[config.mk]
export PLATFORM = sky130hd
export DESIGN_NAME = keypad_digit_receiver
export DESIGN_NICKNAME = d
export VERILOG_FILES = /design/src/rtl/microwave_pkg.sv /design/src/rtl/strobe_sync_edge.sv /design/src/rtl/keypad_digit_receiver.sv
export SDC_FILE = /design/constraint.sdc
export NUM_CORES = 1
export LEC_CHECK = 0
export CAP_MARGIN = 20
export CORE_UTILIZATION = 43
export DETAILED_ROUTE_END_ITERATION = 7
export HOLD_SLACK_MARGIN = 0.1
export PLACE_DENSITY = 0.79
export RECOVER_POWER = 100
export SYNTH_ARGS = -nofsm -noshare
export SYNTH_HDL_FRONTEND = slang
export SYNTH_SLANG_ARGS = --single-unit
[constraint.sdc]
create_clock -name clock -period 2.16 [get_ports clock]
set_input_delay 0.216 -clock clock [delete_from_list [all_inputs] [get_ports clock]]
set_output_delay 0.216 -clock clock [all_outputs]
set_load 0.05 [all_outputs]
[src/rtl/microwave_pkg.sv]
// Shared types and constants for the microwave keypad receive path.
package microwave_pkg;

  localparam int unsigned DIGIT_W      = 4;
  localparam int unsigned COUNT_W      = 2;
  localparam int unsigned BCD_MAX      = 9;
  localparam int unsigned SEC_TENS_MAX = 5;
  localparam int unsigned DIGITS       = 3;

  typedef enum logic [1:0] {
    ST_EMPTY  = 2'd0,
    ST_ENTRY  = 2'd1,
    ST_LOCKED = 2'd2
  } rx_state_e;

  typedef struct packed {
    logic [DIGIT_W-1:0] mins;
    logic [DIGIT_W-1:0] sec_tens;
    logic [DIGIT_W-1:0] sec_ones;
  } setpoint_t;

  // Keypad-style entry: new digit enters on the right, oldest falls off the left.
  function automatic setpoint_t shift_digit(input setpoint_t sp, input logic [DIGIT_W-1:0] d);
    setpoint_t r;
    r.mins     = sp.sec_tens;
    r.sec_tens = sp.sec_ones;
    r.sec_ones = d;
    return r;
  endfunction

endpackage

[src/rtl/strobe_sync_edge.sv]
// Synchronizes the encoder strobe and load into the clock domain and detects the strobe rising edge.
module strobe_sync_edge #(
  parameter int unsigned SYNC_STAGES = 2
) (
  input  logic clock,
  input  logic reset,
  input  logic clear,
  input  logic pgt,
  input  logic loadn,
  output logic strobe,
  output logic loadn_sync
);

  logic [SYNC_STAGES-1:0] pgt_q;
  logic [SYNC_STAGES-1:0] loadn_q;
  logic                   pgt_hist;

  always_ff @(posedge clock) begin
    if (reset || clear) begin
      pgt_q    <= '0;
      loadn_q  <= '0;
      pgt_hist <= 1'b0;
    end else begin
      pgt_q    <= {pgt_q[SYNC_STAGES-2:0], pgt};
      loadn_q  <= {loadn_q[SYNC_STAGES-2:0], loadn};
      pgt_hist <= pgt_q[SYNC_STAGES-1];
    end
  end

  assign strobe     = pgt_q[SYNC_STAGES-1] & ~pgt_hist;
  assign loadn_sync = loadn_q[SYNC_STAGES-1];

endmodule

[src/rtl/keypad_digit_receiver.sv]
// Assembles strobed keypad digits into a three-digit M:ST:SO setpoint, with lockout while the magnetron runs.
module keypad_digit_receiver
  import microwave_pkg::*;
#(
  parameter int unsigned SYNC_STAGES = 2
) (
  input  logic               clock,
  input  logic               reset,
  input  logic               clearn,
  input  logic               enable,
  input  logic [DIGIT_W-1:0] number,
  input  logic               loadn,
  input  logic               pgt,
  output logic [DIGIT_W-1:0] mins,
  output logic [DIGIT_W-1:0] sec_tens,
  output logic [DIGIT_W-1:0] sec_ones,
  output logic [COUNT_W-1:0] digit_count,
  output logic               entry_valid,
  output logic               digit_err
);

  rx_state_e          state, state_next;
  setpoint_t          sp, sp_next;
  logic [COUNT_W-1:0] count, count_next;
  logic               err, err_next;
  logic               clear;
  logic               strobe;
  logic               loadn_sync;
  logic               digit_strobe;
  logic               digit_ok;

  assign clear = ~clearn;

  strobe_sync_edge #(
    .SYNC_STAGES (SYNC_STAGES)
  ) u_sync (
    .clock      (clock),
    .reset      (reset),
    .clear      (clear),
    .pgt        (pgt),
    .loadn      (loadn),
    .strobe     (strobe),
    .loadn_sync (loadn_sync)
  );

  assign digit_strobe = strobe & ~loadn_sync;
  assign digit_ok     = (number <= DIGIT_W'(BCD_MAX));

  always_ff @(posedge clock) begin
    if (reset) begin
      state <= ST_EMPTY;
      sp    <= '0;
      count <= '0;
      err   <= 1'b0;
    end else begin
      state <= state_next;
      sp    <= sp_next;
      count <= count_next;
      err   <= err_next;
    end
  end

  // Priority: clear, then lockout, then strobe; a digit may land in the cycle lockout ends.
  always_comb begin
    state_next = state;
    sp_next    = sp;
    count_next = count;
    err_next   = 1'b0;
    if (clear) begin
      sp_next    = '0;
      count_next = '0;
      state_next = enable ? ST_LOCKED : ST_EMPTY;
    end else if (enable) begin
      state_next = ST_LOCKED;
    end else begin
      case (state)
        ST_LOCKED: state_next = (count != '0) ? ST_ENTRY : ST_EMPTY;
        default:   state_next = state;
      endcase
      if (digit_strobe) begin
        if (digit_ok) begin
          sp_next    = shift_digit(sp, number);
          count_next = (count == COUNT_W'(DIGITS)) ? count : count + COUNT_W'(1);
          state_next = ST_ENTRY;
        end else begin
          err_next = 1'b1;
        end
      end
    end
  end

  assign mins        = sp.mins;
  assign sec_tens    = sp.sec_tens;
  assign sec_ones    = sp.sec_ones;
  assign digit_count = count;
  assign digit_err   = err;
  assign entry_valid = (sp != '0) && (sp.sec_tens <= DIGIT_W'(SEC_TENS_MAX));

endmodule

==> summary.md <==
| Metric | Value |
|---|---|
| Run status | `finished, final reports clean` |
| Post-route DRC violation count | `0` |
| Number of clock sinks | `20` |
| Mapped Area | `about 800 µm²` |
| Post-route cell area | `1090 µm²` |
| Yosys warnings | `0` |
| Type of element capturing the critical path | `primary output` |
| Fin crit period | `approximately 2000 ps` |
| Endpoints failing setup | `0` |
| Post-placement cell area | `1070 µm²` |
| Reported leakage power | `0.409 nW` |
| Worst slew margin relative to its limit | `roughly 63%` |
| Maximum buffer depth of the clock tree | `2` |
| Drt first-iter violations | `20` |
| Layout Skew | `5.23 ps` |
| Maximum number of pins on one net before global-route repair | `15` |
| Clock network latency to the later pin of the worst-skew pair | `300 ps` |
| Largest vdd supply drop | `approximately 400 µV` |
| Area of the multi-input gates | `358 µm²` |
| Post-Syn Instances | `88` |
| Final nets | `126` |
| Via count | `762` |
| Most frequent cells after synthesis | `dfxtp_1, a21oi_1, o21ai_0, nand3_1, and2_1` |
| Net Sw Frac | `21.3%` |
| Final core occ | `63.4%` |
| Clock root buffer | `clkbuf_4` |
| Die X-Extent | `approximately 45 µm` |
| Tightest Hold Check Type | `reg -> reg` |
| Cell-internal power | `0.494 mW` |
| Via count of the first global-routing pass | `681` |
| Cell row count | `15` |
| Initial core utilization | `45.6%` |
| Required @ worst endpoint | `between 1500 and 2000 ps` |
| Share of power burned in registers | `between 50% and 60%` |
| Final wirelength | `1760 µm` |
| Core footprint | `1730 µm²` |
| Part of the Yosys area used for sequential elements | `50.9%` |
| Power Density | `573 nW/µm²` |
| Num CTS Buffers | `3` |
| Top fanout value on the critical path | `5` |
| Combinational group share of total power | `between 6 and 7%` |
| Chip Height | `44.8 µm` |
| Total global routing overflow | `0` |
| Count of state elements after synthesis | `20` |
| Synth-to-layout area growth | `39.1%` |
| Total routing usage reported by global routing | `19.1%` |
| Routed wire length per instance | `between 10 and 15 µm` |
| Cell taking the most area after synthesis | `dfxtp_1` |
| Postcts setup bufs | `0` |
| Net count of the mapped netlist | `99` |
| Total of hold buffers inserted after clock tree synthesis | `0` |
| Die Footprint | `2010 µm²` |
| Switching power | `0.133 mW` |
| Io pins | `26` |
| Most instantiated library cell after synthesis | `dfxtp_1` |
| Gp weighted congestion | `0.816` |
| Average via count per standard cell | `5.48` |
| Max_cap viols | `0` |
| Number of port buffers | `25` |
| DR pass1 iterations | `5` |
| Resized cells post-CTS | `0` |
| Data arrival time at the worst-slack endpoint | `1790 ps` |
| Startpoint types | `flip-flop` |
| Setup repair after global routing missed its margin | `no` |
| Sum Neg Setup Slack | `0 ps` |
| Sequential standard cell area | `400 µm²` |
| Distinct cell type count after synthesis | `23` |
| Fraction of layout instances using a drive strength above 1 | `4.39%` |
| Count of placed standard cells including taps | `between 100 and 150` |
| Clock input transition at the sequential cells of the worst setup and hold paths | `100 ps` |
| Final worst path period share | `about 93%` |
| Detailed placement HPWL | `~1300 µm` |
| Worst-margin pin slew | `561 ps` |
| Type of the worst setup path | `reg -> out` |
| Total count of hold-check failures in the final report | `0` |
| Clock network power share | `33.8%` |
| Number of nets with antenna violations after detailed routing | `0` |
| Cell Count, Final, Fillers Out | `139` |
| Post-synthesis async set-or-reset flop share | `0%` |
| Final max-slew violation count | `0` |
| Global-route wire length before repair | `2800 µm` |
| Most frequently used flop master after synthesis | `dfxtp_1` |
| Top cells by area in the synthesized netlist | `dfxtp_1, a21oi_1, o21ai_0` |
| Antenna cells | `0` |
| # fillers | `roughly 170` |
| Achievable Freq | `498 MHz` |
| Top cell type's share of synthesized area | `50.9%` |
| Number of antenna violations at the first check in global routing | `0` |
| Clock tree from TritonCTS | `yes` |
| Synthesized area divided by synthesized cell count | `between 8 and 9 µm²` |
| CTS H-Tree Depth | `1` |
| Post-synth EDFFs | `0` |
-- cell families (layout without fill, tap and decap cells) --
kind of cell	Yosys count	in the layout	share of synthesized area, %
compound gates	34	34	24.0
fa+ha+maj	1	1	1.59
buf+inv	7	33	3.66
flops	20	20	50.9
simple gates	26	26	19.9
-- per-layer routing --
layer	part of all wire [%]	track usage [%]
met4	2.7	15.2
met2	51	29.4
met1	42	24.1
met5	0	0
met3	4.4	2.40
-- path summary, 6_finish.rpt --
check,from,end,slack (ps),depth (start not counted)
setup / recovery,sec_tens[1],entry_valid,150,3
hold / removal,u_sync.pgt_q[0],u_sync.pgt_q[1],440,1
setup reg to reg,u_sync.pgt_hist,sec_ones[2],500,4
hold reg to reg,u_sync.pgt_q[0],u_sync.pgt_q[1],440,1
-- sequential cells by signal (all words and copies together), names as in the netlist --
register and count:
digit_count 2, digit_err 1, mins 4, sec_ones 4
sec_tens 4, u_sync.loadn_q 2, u_sync.pgt_hist 1, u_sync.pgt_q 2
-- layout make-up --
class | count | area share (%)
clock buffer | 4 | 3.31
inverter | 1 | 0.343
multi-input combinational | 61 | 32.7
sequential | 20 | 36.6
tap | 25 | 2.86
timing repair buffer | 28 | 24.2
-- worst max-delay path, cell delays in order (launching register included) --
cell and delay [ps]:
dfxtp_1 370, a21o_1 190, a31oi_1 130, clkdlybuf4s50_1 820
-- power groups by stage --
stage	clock network (mW)	logic [mW]	registers, mW
floorplan	0	0.0181	0.381
global placement	0	0.0430	0.380
detailed placement	0	0.0442	0.380
CTS	0.220	0.0443	0.372
global route	0.233	0.0463	0.372
finish	0.212	0.0431	0.372
-- cells in the final DEF, fill, tap and decap left out, types with 3 or more instances in the layout --
cell type        netlist  routed
a21oi_1               14      14
nor3_1                 4       4
o21ai_0               11      11
a211oi_1               3       3
nand3_1                9       9
dfxtp_1               20      20
dlygate4sd3_1          0      17
clkbuf_4               0       3
clkdlybuf4s50_1        0       8
and2_0                 0       4
-- stage by stage --
stage          power, mW  hold slack [ps]  setup slack (ps)
5_1_grt            0.652              466              40.0
3_3_place_gp       0.423              410               333
3_5_place_dp       0.425              413               257
4_1_cts            0.636              438               133
2_1_floorplan      0.399              338               279
6_report           0.627              439               150
(Power assumes the default switching activity.)
